[src/rtl/spatz_boot_ctrl.sv]
// Spatz cluster boot sequencer: after a settle delay it writes the entry point to the boot-control register, then wakes the cores.
// Optional response watchdog: define SPATZ_BOOT_CTRL_TIMEOUT_EN.
module spatz_boot_ctrl #(
   parameter int unsigned                NumCores      = 4,
   parameter int unsigned                AddrWidth     = 48,
   parameter logic [AddrWidth-1:0]       BootCtrlAddr  = '0,
   parameter int unsigned                WaitCycles    = 1000,
   parameter int unsigned                TimeoutCycles = 256
) (
   input  logic                 clk_i,
   input  logic                 rst_ni,
   input  logic                 start_i,
   input  logic [31:0]          entry_point_i,
   output logic [AddrWidth-1:0] q_addr_o,
   output logic [63:0]          q_data_o,
   output logic                 q_write_o,
   output logic [7:0]           q_strb_o,
   output logic                 q_valid_o,
   input  logic                 q_ready_i,
   input  logic                 p_valid_i,
   input  logic                 p_error_i,
   output logic                 p_ready_o,
   output logic [NumCores-1:0]  debug_req_o,
   output logic                 busy_o,
   output logic                 done_o,
   output logic                 error_o
);

   localparam int unsigned CntW = (WaitCycles > 0) ? $clog2(WaitCycles + 1) : 1;

   typedef enum logic [2:0] {
      IDLE, WAIT, REQ, RESP, WAKE, DONE, ERR
   } state_e;

   state_e            state_q, state_d;
   logic [CntW-1:0]   cnt_q, cnt_d;
   logic [31:0]       entry_q, entry_d;

   logic [AddrWidth-1:0] q_addr_q;
   logic [63:0]          q_data_q;
   logic                 q_write_q, q_valid_q, p_ready_q;
   logic [7:0]           q_strb_q;
   logic [NumCores-1:0]  debug_req_q;
   logic                 busy_q, done_q, error_q;

`ifdef SPATZ_BOOT_CTRL_TIMEOUT_EN
   localparam int unsigned TmoW = (TimeoutCycles > 0) ? $clog2(TimeoutCycles + 1) : 1;
   localparam int unsigned TmoLoad = (TimeoutCycles > 0) ? TimeoutCycles - 1 : 0;
   logic [TmoW-1:0] wdog_q, wdog_d;
`endif

   always_comb begin
      state_d = state_q;
      cnt_d   = cnt_q;
      entry_d = entry_q;
`ifdef SPATZ_BOOT_CTRL_TIMEOUT_EN
      wdog_d  = wdog_q;
`endif
      case (state_q)
         IDLE, DONE, ERR: begin
            if (start_i) begin
               entry_d = entry_point_i;
               cnt_d   = CntW'(WaitCycles);
               state_d = WAIT;
            end
         end
         WAIT: begin
            if (cnt_q == '0) state_d = REQ;
            else             cnt_d   = cnt_q - CntW'(1);
         end
         REQ: begin
            if (q_valid_q && q_ready_i) begin
               state_d = RESP;
`ifdef SPATZ_BOOT_CTRL_TIMEOUT_EN
               wdog_d  = TmoW'(TmoLoad);
`endif
            end
         end
         RESP: begin
            if (p_valid_i) begin
               state_d = p_error_i ? ERR : WAKE;
            end
`ifdef SPATZ_BOOT_CTRL_TIMEOUT_EN
            else if (wdog_q == '0) begin
               state_d = ERR;
            end else begin
               wdog_d = wdog_q - TmoW'(1);
            end
`endif
         end
         WAKE:    state_d = DONE;
         default: state_d = IDLE;
      endcase
   end

   // Outputs are registered from the next state so they line up with state_q without decode logic.
   always_ff @(posedge clk_i or negedge rst_ni) begin
      if (!rst_ni) begin
         state_q     <= IDLE;
         cnt_q       <= '0;
         entry_q     <= '0;
         q_addr_q    <= '0;
         q_data_q    <= '0;
         q_write_q   <= 1'b0;
         q_strb_q    <= '0;
         q_valid_q   <= 1'b0;
         p_ready_q   <= 1'b0;
         debug_req_q <= '0;
         busy_q      <= 1'b0;
         done_q      <= 1'b0;
         error_q     <= 1'b0;
`ifdef SPATZ_BOOT_CTRL_TIMEOUT_EN
         wdog_q      <= '0;
`endif
      end else begin
         state_q     <= state_d;
         cnt_q       <= cnt_d;
         entry_q     <= entry_d;
         q_addr_q    <= (state_d == REQ) ? BootCtrlAddr : '0;
         q_data_q    <= (state_d == REQ) ? {32'b0, entry_d} : '0;
         q_write_q   <= (state_d == REQ);
         q_strb_q    <= (state_d == REQ) ? 8'hff : 8'h00;
         q_valid_q   <= (state_d == REQ);
         p_ready_q   <= (state_d == RESP);
         debug_req_q <= {NumCores{state_d == WAKE}};
         busy_q      <= (state_d == WAIT) || (state_d == REQ) ||
                        (state_d == RESP) || (state_d == WAKE);
         done_q      <= (state_d == DONE);
         error_q     <= (state_d == ERR);
`ifdef SPATZ_BOOT_CTRL_TIMEOUT_EN
         wdog_q      <= wdog_d;
`endif
      end
   end

   assign q_addr_o    = q_addr_q;
   assign q_data_o    = q_data_q;
   assign q_write_o   = q_write_q;
   assign q_strb_o    = q_strb_q;
   assign q_valid_o   = q_valid_q;
   assign p_ready_o   = p_ready_q;
   assign debug_req_o = debug_req_q;
   assign busy_o      = busy_q;
   assign done_o      = done_q;
   assign error_o     = error_q;

endmodule

[config.mk]
export PLATFORM = sky130hd
export DESIGN_NAME = spatz_boot_ctrl
export DESIGN_NICKNAME = d
export VERILOG_FILES = /design/src/rtl/spatz_boot_ctrl.sv
export SDC_FILE = /design/constraint.sdc
export NUM_CORES = 1
export LEC_CHECK = 0
export CAP_MARGIN = 20
export CELL_PAD_IN_SITES_DETAIL_PLACEMENT = 0
export CELL_PAD_IN_SITES_GLOBAL_PLACEMENT = 1
export CORE_MARGIN = 8
export CORE_UTILIZATION = 35
export DETAILED_ROUTE_END_ITERATION = 10
export GPL_TIMING_DRIVEN = 0
export PLACE_DENSITY_LB_ADDON = 0.1
export REMOVE_ABC_BUFFERS = 1
export SETUP_SLACK_MARGIN = 0.3
export SYNTH_ARGS = -nofsm -noshare
export SYNTH_HDL_FRONTEND = slang
export SYNTH_SLANG_ARGS = --single-unit
[constraint.sdc]
create_clock -name clk_i -period 6.1 [get_ports clk_i]
set_input_delay 0.61 -clock clk_i [delete_from_list [all_inputs] [get_ports clk_i]]
set_output_delay 0.61 -clock clk_i [all_outputs]
set_load 0.03 [all_outputs]
* Word level (Yosys, flattened, before mapping) *
Cells that the tools add are included.

operators by class
  divide/modulo/power cells = 0
  add/sub/neg operators = 1
  order comparisons = 0
  muxes and demuxes = 13
  bitwise logic cells = 0
  reduce and logical (&&, ||, !) cells = 9
  shift-type cells = 0
  $mul = 0
  eq/ne operators = 14

operators by type and width
  operator                                             number
  2-to-1 mux 32 bit                                    3
  2-to-1 mux 10 bit                                    2
  one-hot mux 10 bit (2 select lines)                  1
  == test 3 bit (second input constant)                6
  one-hot mux 3 bit (5 select lines)                   1
  == test 3 x 2 -> 1 bit (second input constant)       4
  2-to-1 mux 3 bit                                     4
  logical NOT 10 bit                                   1
  subtractor 10 x 1 -> 10 bit (second input constant)  1
  2-to-1 mux 8 bit                                     1
  == test 3 x 1 -> 1 bit (second input constant)       2
  inequality test 2 bit (second input constant)        2
  logical NOT 3 bit                                    1
  logical OR 1 bit                                     3
  AND reduction 3 bit                                  1
  OR reduction 3 bit                                   1
  2-to-1 mux 2 bit                                     1
  nonzero test 2 bit                                   1
  logical AND 1 bit                                    1

storage, ports and cells
  memories kept = 0
  bits in registers = 91
  RAM bits = 0
  latch bits = 0
  output and inout bits = 130
  ROM bits = 0

* Longest topological paths before layout *
Gate-level depths: netlist (run 1).

  depth after elaboration = 7
  mapped depth = 9

* Least setup slack after synthesis (run 1) *
OpenSTA, ideal clock, no wires.

  path kind = register to register
  from = reg cnt_q[4]
  to = reg q_data_q[10], in the netlist q_data_o[10]
  setup slack = 3.766 ns
  data arrival time = 2.261 ns
  cell stages (with the launch flop) = 7
  library setup time = 0.073 ns
  cells stage by stage = dfrtp_1 -> or4_1 -> o31a_1 -> a2111o_1 -> or3_4 -> buf_6 -> nor2b_1

on the way
  cells in the longest elaborated chain, start to end = 5

ends and longest elaborated chain
  element                             RTL line  source
  from (decl)                         36        logic [CntW-1:0] cnt_q, cnt_d;
  from (signal assigned)              117       cnt_q <= cnt_d;
  logical NOT 10 bit                  68        if (cnt_q == '0) state_d = REQ;
  2-to-1 mux 3 bit                    68
  one-hot mux 3 bit (5 select lines)  59        case (state_q)
  via state_d[0]                      35        state_e state_q, state_d;
  == test 3 x 2 -> 1 bit              120       q_data_q <= (state_d == REQ) ? {32'b0, entry_d} : '0;
  2-to-1 mux 32 bit                   120
  to (signal assigned)                120
  to (decl)                           40        logic [63:0] q_data_q;

The timed path passes the listed nets, and every way through them passes these cells.
A chain may end at the register's enable or synchronous reset.

* Worst setup path in the final report (run 1) *
  from = reg cnt_q[4]
  to = reg q_data_q[2], in the netlist q_data_o[2]

The elaborated chain is that of the path after synthesis.

==> results.sh, run 1 <==
export IMPL_synth_edf_count=0
export IMPL_start_kind="flop"
export IMPL_root_buffer="clkbuf_8"
export IMPL_die_height_um=122
export IMPL_drtPass1Iterations=4
export IMPL_ant_nets=0
export IMPL_post_cts_resized=0
export IMPL_track_usage=0.108
export IMPL_antenna_found_initial=0
export IMPL_period_needed_ps=2640
export IMPL_path_buf_inv=0
export IMPL_grt_pass1_wl_um=12500
export IMPL_ioPinCount=168
export IMPL_finalSetupTns_ps=0
export IMPL_place_gp_congestion=0.743
export IMPL_regArea_mm2=0.00208
export IMPL_slowest_stage="or3_4"
export IMPL_dp_hpwl_um=5850
export IMPL_vias=2277
export IMPL_status="finished, final reports clean"
export IMPL_ir_drop_uv=158
export IMPL_synth_seq_cells=83
export IMPL_rr_worst_depth=5
export IMPL_cp_top_family="simple AND/OR/NAND/NOR gates"
export IMPL_avgRoutedWirePerCell_um=14.6
export IMPL_netlist_instances=331
export IMPL_tightest_slew_ps=762
export IMPL_core_mm2=0.0109
export IMPL_drive_above_1_share=0.126
export IMPL_slew_headroom=0.488
export IMPL_ys_types=41
export IMPL_maxCapViolations=0
export IMPL_clk_latency_ps=340
export IMPL_maxSlewViolCount=0
export IMPL_clk_pin_slew_ps=80
export IMPL_cts_tree="yes"
export IMPL_grt_ovfl_total=0
export IMPL_yosysTopAreaCellShare=0.531
export IMPL_worst_setup_path_type="flop to flop"
export IMPL_cp_data_required_time_ps=6370
export IMPL_critPathArrivalTime_ps=2900
export IMPL_yosysWarningCount=0
export IMPL_path_max_fanout=33
export IMPL_path_cells="or4_1 > o31a_1 > a2111o_1 > or3_4 > nor2b_1"
export IMPL_drtIter0Drc=66
export IMPL_power_uw=1670
export IMPL_cts_buffers=9
export IMPL_initial_utilization=0.359
export IMPL_cellPowerDensity_mw_per_mm2=350
export IMPL_multi_input_area_mm2=0.00136
export IMPL_post_cts_buffers=0
export IMPL_finalClockSkew_ps=9.93
export IMPL_post_route_drc_count=0
export IMPL_cp_end_kind="flop"
export IMPL_max_freq_mhz=379
export IMPL_synthFlopType="dfrtp_1"
export IMPL_nNetsFinal=448
export IMPL_yosysTopAreaCell="dfrtp_1"
export IMPL_io_buffer_count=87
export IMPL_num_fill_cells=1051
export IMPL_grt_pass1_vias=2344
export IMPL_syn2layout_area_growth_pct=21.9
export IMPL_cpPeakStageDelay_ps=600
export IMPL_syn_cell_area_mm2=0.00391
export IMPL_num_rows=38
export IMPL_diodes=0
export IMPL_leakage_uw=0.00213
export IMPL_dieArea_mm2=0.0148
export IMPL_vias_per_cell=4.13
export IMPL_synthTopCellsByArea="dfrtp_1 53%, buf_4 18%, mux2_2 9.2%"
export IMPL_period_share=0.432
export IMPL_setup_viol=0
export IMPL_hold_viol_final=0
export IMPL_rsz0062_at_grt="no"
export IMPL_async_flop_share=1.00
export IMPL_ys_seq_area_frac=0.531
export IMPL_path_depth=5
export IMPL_htree_num_levels=3
export IMPL_syn_area_per_cell_um2=11.8
export IMPL_hp_class="input port to asynchronous set/reset pin"
export IMPL_finalWirelength_um=8060
export IMPL_die_w_um=122
export IMPL_clk_path_buf_depth=2
export IMPL_grt_max_degree=46
export IMPL_holdBufCountCts=0
export IMPL_clkSinkCount=83
## layout make-up
cell class / instances / area share
Multi-Input combinational cell: 220 / 0.286
Clock inverter: 5 / 0.0163
Clock buffer: 10 / 0.0289
Sequential cell: 83 / 0.436
Inverter: 5 / 0.00394
Timing Repair Buffer: 89 / 0.192
Tap cell: 140 / 0.0368
## final timing paths
kind                             start  slack, ps            to
max                           cnt_q[4]       3460   q_data_o[2]
min                             rst_ni        250        done_o
max reg2reg                   cnt_q[4]       3460   q_data_o[2]
min reg2reg                entry_q[30]        490   entry_q[30]
max in group asynchronous       rst_ni       5240  q_data_o[25]
min in group clk_i         entry_q[30]        490   entry_q[30]
## flip-flops by register name (all words and copies together) (netlist names)
register     cells
entry_q         32
error_o          1
state_q          3
debug_req_o      1
p_ready_o        1
q_strb_o         1
cnt_q           10
q_data_o        32
busy_o           1
done_o           1
## cell usage in the layout (no fill, tap or decap), drive strengths merged, types with 2 or more instances in the layout
cell,synthesis,routed
clkbuf,5,10
nor2,11,11
or3,2,2
and4,3,3
o211ai,2,2
nor3,3,3
o21ai,6,6
or4,2,2
and2,5,5
bufinv,0,2
conb,1,80
a31oi,3,3
clkinv,0,2
nand2b,5,5
nor3b,2,2
dfrtp,83,83
nor4,2,2
a21oi,3,3
ha,2,2
nand4b,2,2
mux2i,2,2
xnor2,2,2
inv,5,5
clkdlybuf4s50,0,86
nand2,5,5
nor2b,33,33
xor2,2,2
mux2,32,32
buf,97,3
## metal layers
metal,part of all wire,GRT usage,wire length (um)
met3,0.12,0.0551,931
met2,0.50,0.179,4060
met1,0.37,0.117,3010
met4,0.0074,0.0416,60
met5,0,0,0
## Yosys cell counts, types with 3 or more instances
cell type,number
a21oi_1,3
a31oi_1,3
and2_1,5
and4_1,3
buf_4,92
buf_6,3
clkbuf_1,5
dfrtp_1,83
inv_1,5
mux2_2,32
nand2_1,5
nand2b_1,5
nor2_1,11
nor2b_1,33
nor3_1,3
o21ai_0,5
## metrics by stage
| step | setup slack (ps) | utilization | cells | hold slack, ps | instance area [um2] |
|---|---|---|---|---|---|
| floorplan | 2940 | - | 308 | 314 | 3450 |
| global placement | 1270 | 0.413 | 535 | 475 | 4500 |
| detailed placement | 3270 | 0.418 | 537 | 480 | 4550 |
| CTS | 3420 | 0.438 | 552 | 248 | 4770 |
| global route | 3300 | 0.438 | 552 | 265 | 4770 |
| finish | 3460 | 0.438 | 552 | 247 | 4770 |
## power by group
group	leakage (uW)	internal, uW	total (uW)	switching (uW)
sequential	0.00105	689	751	62.3
combinational	0.000972	239	487	248
clock	0.000108	238	428	190
## cells by family after synthesis
family / count (synthesis) / share of synthesized area
compound gates: 21 / 0.0355
mux: 34 / 0.0973
buf+inv: 107 / 0.198
fa+ha+maj: 2 / 0.00640
other cells: 1 / 0.000959
xor+xnor: 4 / 0.00896
simple gates: 79 / 0.122
flops: 83 / 0.531
No activity file was read; power rests on OpenSTA's default activity.
==> inputs of run 2 (changes only) <==
- CORE_UTILIZATION: 35 -> 29
- clock period: 6.1 -> 2.4 ns (I/O delays scaled with it)
==> results.sh, run 2 (synthesis gave the netlist of run 1 again) <==
export IMPL_status="finished, final reports clean"
export IMPL_period_share=0.974
export IMPL_clk_path_buf_depth=2
export IMPL_core_mm2=0.0132
export IMPL_dieArea_mm2=0.0174
export IMPL_ioPinCount=168
export IMPL_clk_pin_slew_ps=60
export IMPL_maxCapViolations=0
export IMPL_path_max_fanout=8
export IMPL_hold_viol_final=0
export IMPL_leakage_uw=0.00224
export IMPL_htree_num_levels=3
export IMPL_io_buffer_count=87
export IMPL_placed_area_mm2=0.00460
export IMPL_hp_class="input port to asynchronous set/reset pin"
export IMPL_setup_viol=0
export IMPL_root_buffer="clkbuf_16"
export IMPL_worst_setup_path_type="flop to flop"
export IMPL_layout_common_cells="86 x clkdlybuf4s50_1, 83 x dfrtp_1, 80 x conb_1"
export IMPL_finalClockSkew_ps=8.49
export IMPL_vias=2422
export IMPL_die_height_um=132
export IMPL_cp_end_kind="flop"
export IMPL_cts_buffers=9
export IMPL_grt_pass1_wl_um=14800
export IMPL_worst_slack_ps=61.4
export IMPL_path_cells="or4_4 > o31a_1 > a2111o_1 > or3_4 > nor2b_1"
export IMPL_initial_utilization=0.296
export IMPL_critPathArrivalTime_ps=2610
export IMPL_num_rows=42
export IMPL_final_common_cell="clkdlybuf4s50_1"
export IMPL_maxSlewViolCount=0
export IMPL_vias_per_cell=4.02
export IMPL_max_freq_mhz=428
export IMPL_place_ws_ps=-272
export IMPL_r2r_start="cnt_q[4]"
export IMPL_nNetsFinal=462
export IMPL_ant_nets=0
export IMPL_grt_ovfl_total=0
export IMPL_syn2layout_area_growth_pct=29.9
export IMPL_diodes=0
export IMPL_slowest_stage="or4_4"
export IMPL_die_w_um=132
export IMPL_rrSetupSlack_ps=60
export IMPL_ir_drop_uv=391
export IMPL_clkSinkCount=83
export IMPL_antenna_found_initial=0
export IMPL_cellPowerDensity_mw_per_mm2=941
export IMPL_start_kind="flop"
export IMPL_power_uw=4780
export IMPL_place_gp_congestion=0.691
export IMPL_period_needed_ps=2340
export IMPL_drtPass1Iterations=4
export IMPL_cp_data_required_time_ps=2670
export IMPL_rr_worst_depth=5
export IMPL_finalWirelength_um=9250
export IMPL_holdWs_ps=360
export IMPL_design_area_mm2=0.00508
export IMPL_cpPeakStageDelay_ps=550
export IMPL_drtIter0Drc=84
export IMPL_rsz0062_at_grt="yes"
export IMPL_grt_max_degree=58
export IMPL_cts_tree="yes"
export IMPL_avgRoutedWirePerCell_um=15.3
export IMPL_clk_latency_ps=340
export IMPL_drive_above_1_share=0.171
export IMPL_grt_pass1_vias=2667
export IMPL_post_route_drc_count=0
export IMPL_dp_hpwl_um=6050
export IMPL_track_usage=0.109
export IMPL_r2r_end="q_data_o[10]"
## run 2: final cells by class
| type | count | area [um2] |
|---|---|---|
| Multi-Input combinational cell | 223 | 1440 |
| Fill cell | 1322 | 8110 |
| Tap cell | 176 | 220 |
| Clock buffer | 12 | 246 |
| Timing Repair Buffer | 100 | 1000 |
| Clock inverter | 4 | 73.8 |
| Inverter | 5 | 18.8 |
| Sequential cell | 83 | 2080 |
## run 2: worst max-delay path by stage
stage                            from           end  slack, ps
after floorplan           q_strb_o[6]   q_data_o[0]       -760
after global placement         rst_ni  q_data_o[10]      -2110
after detailed placement     cnt_q[4]   q_data_o[2]       -270
after CTS                    cnt_q[4]  q_data_o[12]         40
after global routing         cnt_q[4]  q_data_o[10]        -20
final                        cnt_q[4]  q_data_o[10]         60
## run 2: critical path, delay by kind of cell (launching register included)
family             cells  cell delay [ps]
AOI/OAI and AO/OA      2              680
DFF                    1              400
and+or+nand+nor        3             1190
## run 2: what timing repair did
item                                    CTS  global route
endpoints found under the setup margin   65            41
pin swaps                                 6             2
gates resized for setup                   8             5
cloned                                    3             0
hold buffers                              1             0
setup buffers                             7             3
hold endpoints to repair                 26             0
## run 2: through the flow
step / TNS (ps) / instances / util
final: 0 / 603 / 0.385
after global routing: -106 / 603 / 0.385
after CTS: 0 / 600 / 0.382
after detailed placement: -8470 / 573 / 0.348
after global placement: -304050 / 571 / 0.344
after floorplan: -40710 / 308 / -
## run 2: metal layers
layer  part of all wire  up-vias  global-route usage
met4              0.017        0              0.0479
met5                  0        -                   0
met3               0.12       14              0.0648
li1                   -     1111                   -
met1               0.39     1198               0.113
met2               0.48       99               0.174
## run 2: where the power goes
part | switching (uW) | internal, uW | leakage, uW
Sequential | 156 | 1760 | 0.00105
Clock | 550 | 941 | 0.000157
Combinational | 684 | 691 | 0.00104
